**config.mk**
```make
export PLATFORM = sky130hd
export DESIGN_NAME = ws2812_bit_encoder
export DESIGN_NICKNAME = d
export VERILOG_FILES = /design/src/rtl/ws2812_pkg.sv /design/src/rtl/ws2812_bit_encoder.sv
export SDC_FILE = /design/constraint.sdc
export NUM_CORES = 1
export LEC_CHECK = 0
export ABC_CLOCK_PERIOD_IN_PS = 2000
export BUFFER_PORTS_ARGS = -buffer_cell sky130_fd_sc_hd__clkbuf_2
export CAP_MARGIN = 0
export CORE_ASPECT_RATIO = 1.75
export CORE_MARGIN = 4
export CORE_UTILIZATION = 55
export DETAILED_ROUTE_END_ITERATION = 12
export PLACE_DENSITY = 0.76
export SLEW_MARGIN = 20
export SYNTH_ARGS = -nofsm -noshare
export SYNTH_HDL_FRONTEND = slang
export SYNTH_SLANG_ARGS = --single-unit
```
**constraint.sdc**
```tcl
create_clock -name clk -period 2 [get_ports clk]
set_clock_uncertainty 0.15 [all_clocks]
set_input_delay 0 -clock clk [delete_from_list [all_inputs] [get_ports clk]]
set_output_delay 0 -clock clk [all_outputs]
set_load 0.03 [all_outputs]
```
**src/rtl/ws2812_pkg.sv**
```systemverilog
// Shared state encoding and default 50 MHz timing for the WS2812 matrix line driver.
package ws2812_pkg;

    typedef enum logic [1:0] {
        StLatch = 2'd0,
        StHigh  = 2'd1,
        StMid   = 2'd2,
        StLow   = 2'd3
    } ws_state_e;

    localparam int unsigned MATRIX_W       = 16;
    localparam int unsigned MATRIX_H       = 8;
    localparam int unsigned BITS_PER_PIXEL = 24;

    localparam int unsigned DEF_T0H          = 20;
    localparam int unsigned DEF_T1H          = 40;
    localparam int unsigned DEF_TBIT         = 62;
    localparam int unsigned DEF_RESET_CYCLES = 3000;
    localparam int unsigned DEF_FRAME_BITS   = MATRIX_W * MATRIX_H * BITS_PER_PIXEL;

    // Bits needed to hold values 0..max_count, never less than one.
    function automatic int unsigned cnt_width(input int unsigned max_count);
        return (max_count < 1) ? 1 : $clog2(max_count + 1);
    endfunction

endpackage

```
**src/rtl/ws2812_bit_encoder.sv**
```systemverilog
// WS2812 single-wire NRZ bit encoder with per-frame latch gap.
// Optional frame_done output when WS2812_FRAME_PULSE_EN is defined.
module ws2812_bit_encoder
    import ws2812_pkg::*;
#(
    parameter int unsigned T0H          = DEF_T0H,
    parameter int unsigned T1H          = DEF_T1H,
    parameter int unsigned TBIT         = DEF_TBIT,
    parameter int unsigned RESET_CYCLES = DEF_RESET_CYCLES,
    parameter int unsigned FRAME_BITS   = DEF_FRAME_BITS
) (
    input  logic clk,
    input  logic rst,
    input  logic data_in,
    output logic led_out,
    output logic done
`ifdef WS2812_FRAME_PULSE_EN
    , output logic frame_done
`endif
);

    if (!(T0H >= 2 && T0H < T1H && T1H < TBIT && RESET_CYCLES >= 1)) begin : g_bad_params
        $error("ws2812_bit_encoder: timing parameters out of range");
    end

    // One counter serves both the bit period and the latch gap.
    localparam int unsigned CYC_MAX = (TBIT > RESET_CYCLES) ? TBIT - 1 : RESET_CYCLES - 1;
    localparam int unsigned CYC_W   = cnt_width(CYC_MAX);
    localparam int unsigned BIT_W   = cnt_width(FRAME_BITS - 1);

    localparam logic [CYC_W-1:0] C_T0H_LAST  = CYC_W'(T0H - 1);
    localparam logic [CYC_W-1:0] C_T1H_LAST  = CYC_W'(T1H - 1);
    localparam logic [CYC_W-1:0] C_TBIT_LAST = CYC_W'(TBIT - 1);
    localparam logic [CYC_W-1:0] C_RST_LAST  = CYC_W'(RESET_CYCLES - 1);
    localparam logic [BIT_W-1:0] B_LAST      = BIT_W'(FRAME_BITS - 1);

    ws_state_e        r_state, w_state_d;
    logic [CYC_W-1:0] r_cyc, w_cyc_d;
    logic [BIT_W-1:0] r_bits, w_bits_d;
    logic             r_bit_q, w_bit_d;
    logic             r_led, w_led_d;
    logic             r_done, w_done_d;

    always_comb begin
        w_state_d = r_state;
        w_cyc_d   = r_cyc + 1'b1;
        w_bits_d  = r_bits;
        w_bit_d   = r_bit_q;
        unique case (r_state)
            StLatch: begin
                if (r_cyc == C_RST_LAST) begin
                    w_state_d = StHigh;
                    w_cyc_d   = '0;
                end
            end
            StHigh: begin
                if (r_cyc == C_T0H_LAST) begin
                    w_state_d = StMid;
                    w_bit_d   = data_in;
                end
            end
            StMid: begin
                if (r_cyc == C_T1H_LAST) begin
                    w_state_d = StLow;
                end
            end
            StLow: begin
                if (r_cyc == C_TBIT_LAST) begin
                    w_cyc_d = '0;
                    if (r_bits == B_LAST) begin
                        w_state_d = StLatch;
                        w_bits_d  = '0;
                    end else begin
                        w_state_d = StHigh;
                        w_bits_d  = r_bits + 1'b1;
                    end
                end
            end
            default: begin
                w_state_d = StLatch;
                w_cyc_d   = '0;
            end
        endcase

        // Outputs are decoded from the next state so they register in step with it.
        w_led_d  = (w_state_d == StHigh) || ((w_state_d == StMid) && w_bit_d);
        w_done_d = (w_state_d == StLow) && (w_cyc_d == C_TBIT_LAST);
    end

    always_ff @(posedge clk or posedge rst) begin
        if (rst) begin
            r_state <= StLatch;
            r_cyc   <= '0;
            r_bits  <= '0;
            r_bit_q <= 1'b0;
            r_led   <= 1'b0;
            r_done  <= 1'b0;
        end else begin
            r_state <= w_state_d;
            r_cyc   <= w_cyc_d;
            r_bits  <= w_bits_d;
            r_bit_q <= w_bit_d;
            r_led   <= w_led_d;
            r_done  <= w_done_d;
        end
    end

    assign led_out = r_led;
    assign done    = r_done;

`ifdef WS2812_FRAME_PULSE_EN
    logic r_frame_done;
    logic w_frame_done_d;

    assign w_frame_done_d = (w_state_d == StLatch) && (w_cyc_d == C_RST_LAST);

    always_ff @(posedge clk or posedge rst) begin
        if (rst) begin
            r_frame_done <= 1'b0;
        end else begin
            r_frame_done <= w_frame_done_d;
        end
    end

    assign frame_done = r_frame_done;
`endif

endmodule
```
## Yosys cells after proc, flatten, opt, wreduce, memory -nomap -nowiden

Cells that the tools add are included.
W data, S select, Z words.

| cells by class | value |
|---|---|
| $add $sub $neg | 2 |
| equality and inequality tests | 12 |
| multiplexer cells | 12 |
| reductions and logical operators | 5 |

Operators by type and width:

| operator | number |
|---|---|
| $eq A12 B6 Y1 const B | 3 |
| $mux W12 | 3 |
| $add A12 B1 Y12 const B | 2 |
| $eq A12 B12 Y1 const B | 2 |
| $pmux W12 S2 | 1 |
| $eq A12 B5 Y1 const B | 1 |
| $eq A2 B2 Y1 const B | 4 |
| $mux W2 | 4 |
| $pmux W2 S4 | 1 |
| $eq A2 B1 Y1 const B | 2 |
| $mux W1 | 3 |
| $logic_and A1 B1 Y1 | 2 |
| $logic_not A2 Y1 | 1 |
| $reduce_and A2 Y1 | 1 |
| $logic_or A1 B1 Y1 | 1 |

| word-level totals | value |
|---|---|
| register bits after elaboration | 29 |
| bits of input ports | 3 |
| output and inout bits | 2 |

## Logic depth before layout (Yosys ltp)

Gate-level depths: netlist of the first run.

| logic depth | value |
|---|---|
| word-level depth | 7 |
| mapped depth | 8 |

## Least setup slack after synthesis of the first run

OpenSTA, ideal clock, no wires.

| timing | value |
|---|---|
| kind | register -> register |
| start point | register r_cyc[0] |
| end point | register r_done (netlist: done) |
| arrival | 1.834 ns |
| required time | 1.729 ns |
| slack | -0.105 ns |
| stages on the path, launching flop included | 8 |
| clock period less this slack | 2.105 ns |
| cell sequence | dfrtp_1 > ha_1 > nor4b_2 > a41oi_1 > a211oi_2 > nor2_1 > o2111ai_1 > and4b_1 |

| between the ends | value |
|---|---|
| cells in the longest elaborated chain, start to end | 5 |

Ends and longest elaborated chain:

| element | line | source |
|---|---|---|
| start: declaration | ws2812_bit_encoder.sv:38 | `logic [CYC_W-1:0] r_cyc, w_cyc_d;` |
| start signal: assignment | ws2812_bit_encoder.sv:100 | `r_cyc <= w_cyc_d;` |
| $add A12 B1 Y12 (tied with other cells) | ws2812_bit_encoder.sv:46 | `w_cyc_d = r_cyc + 1'b1;` |
| $mux W12 (on tied branches) | ws2812_bit_encoder.sv:68, ws2812_bit_encoder.sv:51 |  |
| $pmux W12 S2 (*) | ws2812_bit_encoder.sv:49 | `unique case (r_state)` |
| via w_cyc_d[5] | ws2812_bit_encoder.sv:38 |  |
| $eq A12 B6 Y1 (*) | ws2812_bit_encoder.sv:87 | `w_done_d = (w_state_d == StLow) && (w_cyc_d == C_TBIT_LAST);` |
| $logic_and A1 B1 Y1 (*) | ws2812_bit_encoder.sv:87 |  |
| via w_done_d | ws2812_bit_encoder.sv:42 | `logic r_done, w_done_d;` |
| end signal: assignment | ws2812_bit_encoder.sv:104 | `r_done <= w_done_d;` |
| end: declaration | ws2812_bit_encoder.sv:42 |  |

Mark *: on every way through the listed nets, which the timed path passes. The rest lies on a longest branch.
A chain may end at the register's enable or synchronous reset.

## Final worst setup path of the first run

Ends and elaborated chain as after synthesis.

==> results.cfg, run 1 <==
[setup_path]
max_stage_delay_ns = 0.41
end_kind = register
critPathSlowestCell = dfrtp_2
r2r_cells = 7
crit_required_ns = 2.02
cp.arrival_ns = 2.09
path_class = register to register
path_max_fanout = 4
cp-start-kind = register
crit_chain = ha_4 > nor4b_4 > a41oi_2 > a211oi_2 > nor2_1 > o2111ai_1 > and4b_1

[clock_tree]
cts_inserted_buffers = 5
root_buffer = clkbuf_8
cts-htree-levels = 2
path_clk_slew_ns = 0.06
clock_latency_ns = 0.28
cts_tree = built
clock_sinks = 29
cts_buffer_depth = 2

[timing]
worstMarginPinSlew_ns = 0.4129
drv_slew = 0
timing.final.crit_share_pct = 103.3
setup_ws_ns = -0.06669
rsz0062_at_grt = true
finalSetupViolCount = 2
fmax_mhz = 483.9
finalSetupTns_ns = -0.08648
hold_viol_final = 0
slew_headroom_pct = 72.36
period_needed_ns = 2.067

[synthesis]
synthesis.nets = 188
ys_ff_latch = 29
synth_area_per_cell_um2 = 9.720
synth_edf_count = 0
async_flop_share_pct = 100.0
seq_area_frac_synth_pct = 42.18
synth_cell_type_count = 45
synthTopCellsByArea = dfrtp_1, ha_1, xor2_1
synth_ff_type = dfrtp_1
yosys.area.top_type = dfrtp_1
ys.warnings.count = 0
synth_area_um2 = 1720
synth.most_common_cell = dfrtp_1
synth_top_area_share_pct = 42.18
postSynthCellCount = 177
yosys-top-cells-count = dfrtp_1, nor2_1, nand2_1, nand3_1, o21ai_0

[power_and_ir_drop]
total_power_w = 0.001097
p_sw_w = 0.0002306
p_int_w = 0.0008662
powerDensity_nw_per_um2 = 481.1
comb_power_share_pct = 1.7
vdd_drop_max_v = 0.0005410
total_leakage_power_nw = 1.022
pwr-share-clk_pct = 44.6
power_frac_seq_pct = 53.6
power.share.switching_pct = 21.02

[finish]
num_antenna_cells = 0
regArea_um2 = 728.2
drive_above_1_share_pct = 34.53
multi_input_area_um2 = 1057
nets = 234
fillers = 187
area_delta_synth_final_pct = 32.51

[placement]
io_buffers = 4
place_hpwl_mm = 2.982
routabilityCongestion = 0.8515

[detailed_routing]
viasPerCell = 5.955
first_pass_iters = 4
totalWireLength_mm = 4.419
wl_per_cell_um = 16.68
drtAntennaViolNets = 0
vias = 1578
drtIter0Drc = 50
drc = 0

[global_route]
grt_max_degree = 30
grt_pass1_vias = 1644
antenna_found_initial = 0
grt_overflow = 0
grtUsageTotal_pct = 24.04
grt_pass1_wl_mm = 7.300

[floorplanning]
die_h_um = 81.99
rows = 26
start_util_pct = 58.11
io_pins = 5
design.core.area_um2 = 2960
die_area_um2 = 4122
die_x_um = 50.28

[hold_path]
hp-class = input port to async pin

[outcome]
outcome = finished with violations
violations = setup timing

[flow_run]
cap_violations = 0
-- final timing paths --
kind	startpoint	endpoint	slack (ns)
worst min register to register	r_bits[4]	r_bits[4]	0.33
min in group clk	r_bits[4]	r_bits[4]	0.33
worst max-delay path	r_cyc[0]	done	-0.07
worst max register to register	r_cyc[0]	done	-0.07
worst min-delay path	rst	r_bits[2]	0.16
max in group asynchronous	rst	r_cyc[0]	1.24
-- worst max-delay path, delay by kind of cell (launching register included) --
kind,cells,cell delay (ns)
adders and majority gates,1,0.16
and+or+nand+nor,3,0.67
DFF,1,0.41
AOI/OAI and AO/OA,3,0.57
-- registers in the layout (all words and copies together) (netlist names) --
name	cells
done	1
led_out	1
r_bit_q	1
r_bits	12
r_cyc	12
r_state	2
-- area by class of cell --
class	instances	share of cell area, %
Multi-Input combinational cell	136	46.38
Clock buffer	7	3.787
Tap cell	42	2.305
Timing Repair Buffer	44	14.43
Inverter	7	1.153
Sequential cell	29	31.94
-- power groups by stage --
stage	Combinational (W)	Clock, W	Sequential (W)
after floorplan	0.00000978	0	0.000599
after global placement	0.0000160	0	0.000599
after detailed placement	0.0000168	0	0.000599
after CTS	0.0000199	0.000493	0.000588
after global routing	0.0000220	0.000517	0.000588
final	0.0000191	0.000489	0.000588
-- repair_timing --
action,in CTS,in global routing
pin swaps,4,7
endpoints found under the hold margin,30,0
hold buffers,2,0
setup endpoints to repair,2,20
gates resized for setup,8,17
gates cloned,0,0
setup buffers,2,1
-- metal layers --
| layer | track usage, % | wire (µm) | share of wire [%] | vias up |
|---|---|---|---|---|
| met5 | 0 | 0 | 0 | - |
| met3 | 4.174 | 147 | 3.3 | 20 |
| met2 | 45.03 | 2550 | 58 | 47 |
| met1 | 22.91 | 1536 | 35 | 785 |
| li1 | - | - | - | 726 |
| met4 | 17.45 | 184 | 4.2 | 0 |
-- cell usage in the layout, fill, tap and decap left out, drive strengths merged, types with 7 or more instances in the layout --
master   n
nor2    19
nand3   13
nand2   18
clkbuf  11
inv      7
buf     38
dfrtp   29
ha       8
xor2     9
o21ai   10
-- metrics by stage --
stage	instances	area, µm²	setup slack (ns)	hold slack, ns	util [%]
after global routing	265	2280	-0.1590	0.2234	77.01
final	265	2280	-0.06669	0.1635	77.01
after CTS	264	2222	-0.04335	0.1779	75.06
after global placement	253	2051	-0.05590	-0.08769	69.27
after floorplan	177	1742	0.01114	-0.07189	-
after detailed placement	253	2051	-0.1441	-0.07590	69.27
-- cells by family after synthesis --
kind of cell,Yosys count,share of synthesized area [%]
simple gates,82,28.22
buf+inv,12,3.055
xor+xnor,15,7.637
mux,2,1.236
flops,29,42.18
compound gates,29,11.85
fa+ha+maj,8,5.818
(Power assumes the default switching activity.)
==> run 2, diff against run 1 <==
SETUP_SLACK_MARGIN = 0.4   (was default)
==> run 2 against run 1 <==
The run still ends with setup timing left. Design area is 11% higher. Die area did not move. Cell count increased by 5.7%. Core utilization is 8.3 points higher. Global-route usage increased by 1.5 points. First-iteration DRC count grew 42%. Sequential cell count stayed put. Setup slack got worse by 0.068 ns. Non-clock buffer count is 14 higher. Wire length is 19% higher. Via count is 4.8% higher. Critical endpoint is now led_out.
==> results.cfg, run 2 (synthesis results as in run 1) <==
[outcome]
outcome = finished with violations
violations = setup timing

[setup_path]
r2r_start = r_cyc[1]
r2r_cells = 8
end_kind = register
rrSetupSlack_ns = -0.13
path_max_fanout = 4
cp-start-kind = register
cp.arrival_ns = 2.19
crit_required_ns = 2.06
setup.worst_path.start = r_cyc[1]
rr_endpoint = led_out
path_class = register to register

[detailed_routing]
vias = 1653
drtIter0Drc = 71
viasPerCell = 5.904
wl_per_cell_um = 18.75
totalWireLength_mm = 5.249
first_pass_iters = 4
drc = 0
drtAntennaViolNets = 0

[timing]
drv_slew = 0
hold_viol_final = 0
setup_ws_ns = -0.1349
fmax_mhz = 468.4
timing.final.crit_share_pct = 106.7
slew_headroom_pct = 65.24
worstMarginPinSlew_ns = 0.5208
hold_slack_ns = 0.1191
period_needed_ns = 2.135
rsz0062_at_grt = true
finalSetupViolCount = 12

[flow_run]
cap_violations = 0

[clock_tree]
cts_inserted_buffers = 5
cts_tree = built
clock_sinks = 29
cts-htree-levels = 2
cts_buffer_depth = 2
clock_latency_ns = 0.29
root_buffer = clkbuf_8
path_clk_slew_ns = 0.07

[floorplanning]
design.core.area_um2 = 2960
rows = 26
io_pins = 5
start_util_pct = 58.11
die_area_um2 = 4122
die_x_um = 50.28
die_h_um = 81.99

[power_and_ir_drop]
vdd_drop_max_v = 0.0005864
pwr-share-clk_pct = 47.4
power_frac_seq_pct = 51.0
p_int_w = 0.0009041
total_power_w = 0.001154
p_sw_w = 0.0002495
comb_power_share_pct = 1.7
powerDensity_nw_per_um2 = 456.9
power.share.switching_pct = 21.63
total_leakage_power_nw = 1.170

[placement]
place_hpwl_mm = 3.088
routabilityCongestion = 0.8637
io_buffers = 4

[global_route]
antenna_found_initial = 0
grt_overflow = 0
grtUsageTotal_pct = 25.55
grt_use_met1_pct = 22.83
grt_max_degree = 18
met3_usage_pct = 5.808
grt_pass1_vias = 1725
grt_pass1_wl_mm = 7.762
use_met2_pct = 48.69
grt-busiest-layer = met2

[finish]
layout_common_cells = buf_4, dfrtp_1, nand2_1, nand3_1, nor2_1
layout_commonest_cell = buf_4
reg_top3 = r_bits (12), r_cyc (12), r_state (2)
area_delta_synth_final_pct = 46.76
post-route-util_pct = 85.29
nets = 248
drive_above_1_share_pct = 47.48
num_antenna_cells = 0

[hold_path]
hp-class = input port to async pin
run 2: cell count changes in the layout (fill, tap and decap cells not counted), moves of 2 or more:
cell	change
nand2_1	-2
nor2_4	+2
ha_4	+2
nand2_4	+3
xnor2_1	-2
nor2_2	+6
buf_4	+5
buf_6	+8
o21ai_0	-2
o21ai_2	+2
xnor2_2	+2
nor2_1	-8
run 2: cell type report:
type                            instances  area (µm²)
Multi-Input combinational cell        136        1154
Timing Repair Buffer                   58       461.7
Inverter                                7       26.28
Clock inverter                          1       5.005
Fill cell                             162       435.4
Sequential cell                        29       729.5
Clock buffer                            7       96.34
Tap cell                               42       52.55
run 2: per-stage QoR:
step,instance area [µm²],cells,setup slack [ns],TNS [ns]
floorplan,1793,177,0.04826,0
global placement,2042,246,-0.1199,-0.1199
detailed placement,2042,246,-0.1093,-0.1932
CTS,2351,266,-0.04049,-0.07858
global route,2525,280,-0.2511,-2.200
finish,2525,280,-0.1349,-0.8665
run 2: per-layer routing:
| metal | up-vias | routed length, µm |
|---|---|---|
| li1 | 760 | - |
| met1 | 810 | 1706 |
| met2 | 59 | 3089 |
| met3 | 24 | 217 |
| met4 | 0 | 236 |
| met5 | - | 0 |
run 2: worst max-delay path, stage by stage, from the launching register on:
cell and delay (ns):
dfrtp_2 0.42, ha_4 0.17, buf_6 0.09, nor4b_4 0.33
nand4_1 0.22, nor2b_4 0.18, o221ai_2 0.24, nand2_1 0.09
mux2i_1 0.16
run 2: worst max path at each step:
stage / end / slack (ns)
global placement: done / -0.12
global route: done / -0.25
finish: led_out / -0.13
detailed placement: led_out / -0.11
CTS: led_out / -0.04
floorplan: r_bits[10] / 0.05
run 2: power groups by stage:
| stage | clock network, W | registers (W) | logic [W] |
|---|---|---|---|
| floorplan | 0 | 0.000599 | 0.00000978 |
| detailed placement | 0 | 0.000599 | 0.0000166 |
| global route | 0.000572 | 0.000588 | 0.0000221 |
| CTS | 0.000543 | 0.000588 | 0.0000199 |
| finish | 0.000546 | 0.000588 | 0.0000194 |
| global placement | 0 | 0.000599 | 0.0000160 |
run 2: what timing repair did:
action,CTS,global route
cloned,0,2
gates resized for setup,25,26
setup buffers,10,12
endpoints found under the hold margin,13,0
pin swaps,11,19
endpoints found under the setup margin,29,29
hold buffers,2,0
==> run 3, diff against run 2 <==
PLACE_DENSITY = default   (was 0.76)
PLACE_DENSITY_LB_ADDON = 0.2   (was default)
==> run 3 against run 2 <==
The run still ends with setup timing left. Sequential share of layout area decreased by 1.1 points. Total power fell by 0.46%. Design area rose by 4.8%. Hold slack gained 0.017 ns. Combinational power up 7%. Sequential cell count stayed put. Cell count is 0.71% lower. Die area stayed put. Register-to-register slack worse by 0.06 ns. Critical path type unchanged. Critical endpoint is now r_cyc[9].
==> results.cfg, run 3 (synthesis results as in run 1) <==
[outcome]
outcome = finished with violations
violations = setup timing

[timing]
setup_ws_ns = -0.1916
drv_slew = 0
finalSetupViolCount = 16
fmax_mhz = 456.3
slew_headroom_pct = 64.60
rsz0062_at_grt = true
timing.final.crit_share_pct = 109.6
worstMarginPinSlew_ns = 0.5305
hold_viol_final = 0
period_needed_ns = 2.192

[setup_path]
path_max_fanout = 5
rrSetupSlack_ns = -0.19
path_class = register to register
r2r_cells = 7
crit_required_ns = 2.02
end_kind = register
r2r_start = r_cyc[3]
rr_endpoint = r_cyc[9]
setup.worst_path.start = r_cyc[3]
cp.arrival_ns = 2.21
cp-endpoint = r_cyc[9]
cp-start-kind = register

[global_route]
grt_pass1_wl_mm = 8.562
antenna_found_initial = 0
grt_pass1_vias = 1796
grtUsageTotal_pct = 28.41
grt_max_degree = 18
grt_overflow = 0

[floorplanning]
die_h_um = 81.99
rows = 26
die_area_um2 = 4122
design.core.area_um2 = 2960
die_x_um = 50.28
start_util_pct = 58.11
io_pins = 5

[finish]
layout_commonest_cell = buf_4
drive_above_1_share_pct = 53.81
area_delta_synth_final_pct = 53.82
instances_no_fill = 278
post-route-util_pct = 89.39
layout_common_cells = buf_4, dfrtp_1, nand2_1, buf_6, nand3_1
design_area_um2 = 2646
nets = 246
reg_top3 = r_bits (12), r_cyc (12), r_state (2)
num_antenna_cells = 0

[clock_tree]
cts_inserted_buffers = 5
cts_buffer_depth = 2
path_clk_slew_ns = 0.07
clock_latency_ns = 0.29
cts-htree-levels = 2
root_buffer = clkbuf_8
clock_sinks = 29
cts_tree = built

[detailed_routing]
drc = 0
wl_per_cell_um = 21.05
drtAntennaViolNets = 0
first_pass_iters = 4
totalWireLength_mm = 5.851
viasPerCell = 6.094
drtIter0Drc = 104
vias = 1694

[placement]
io_buffers = 4
routabilityCongestion = 0.8399
placed_area_um2 = 2049
dp.cells = 247
place_hpwl_mm = 2.988

[power_and_ir_drop]
vdd_drop_max_v = 0.0006475
powerDensity_nw_per_um2 = 434.0
total_power_w = 0.001148
total_leakage_power_nw = 1.158

[hold_path]
hp-class = input port to async pin

[flow_run]
cap_violations = 0
-- run 3: stage by stage --
| stage | hold WS, ns | setup TNS (ns) | setup slack (ns) |
|---|---|---|---|
| global route | 0.1799 | -2.678 | -0.2620 |
| CTS | 0.1417 | -0.02456 | -0.01372 |
| floorplan | -0.07210 | 0 | 0.04826 |
| finish | 0.1356 | -1.494 | -0.1916 |
| detailed placement | -0.1169 | -0.2380 | -0.2209 |
| global placement | -0.1318 | -0.1404 | -0.1404 |
-- run 3: worst min path at each step --
stage | from | end | slack [ns] | cells after the start
finish | rst | r_cyc[5] | 0.14 | 3
global route | rst | r_cyc[5] | 0.18 | 3
CTS | rst | r_cyc[5] | 0.14 | 3
detailed placement | rst | r_cyc[3] | -0.12 | 2
global placement | rst | r_cyc[3] | -0.13 | 2
floorplan | rst | done | -0.07 | 1
-- run 3: worst max-delay path, cell delays in order, from the launching register on --
cell and delay [ns]:
dfrtp_1 0.41, buf_4 0.16, and4_2 0.32, nand2_1 0.17
nor2_2 0.29, nand3_1 0.20, xor2_1 0.30, nor2_1 0.09
-- run 3: layout make-up --
| class | instances | area (µm²) |
|---|---|---|
| Multi-Input combinational cell | 136 | 1262 |
| Sequential cell | 29 | 735.7 |
| Timing Repair Buffer | 56 | 467.9 |
| Fill cell | 128 | 314.1 |
| Clock buffer | 7 | 96.34 |
| Tap cell | 42 | 52.55 |
| Inverter | 7 | 26.28 |
| Clock inverter | 1 | 5.005 |
-- run 3: timing repair --
| item | 4_1_cts | 5_1_grt |
|---|---|---|
| cloned | 1 | 0 |
| gates resized for setup | 51 | 27 |
| endpoints found under the hold margin | 13 | 0 |
| pin swaps | 18 | 13 |
| buffers inserted | 11 | 9 |
| endpoints found under the setup margin | 29 | 29 |
| hold buffers | 2 | 0 |
-- run 3: power breakdown --
| part | internal [W] | leakage [nW] | switching [W] |
|---|---|---|---|
| combinational | 0.00000665 | 0.728 | 0.0000140 |
| clock | 0.000311 | 0.0542 | 0.000229 |
| sequential | 0.000588 | 0.376 | 0.000000382 |
| total | 0.000905 | 1.16 | 0.000244 |
-- run 3: metal layers --
metal	GRT usage [%]	part of all wire [%]
met1	26.86	35
met2	53.14	57
met3	5.263	3.5
met4	20.78	5.2
met5	0	0
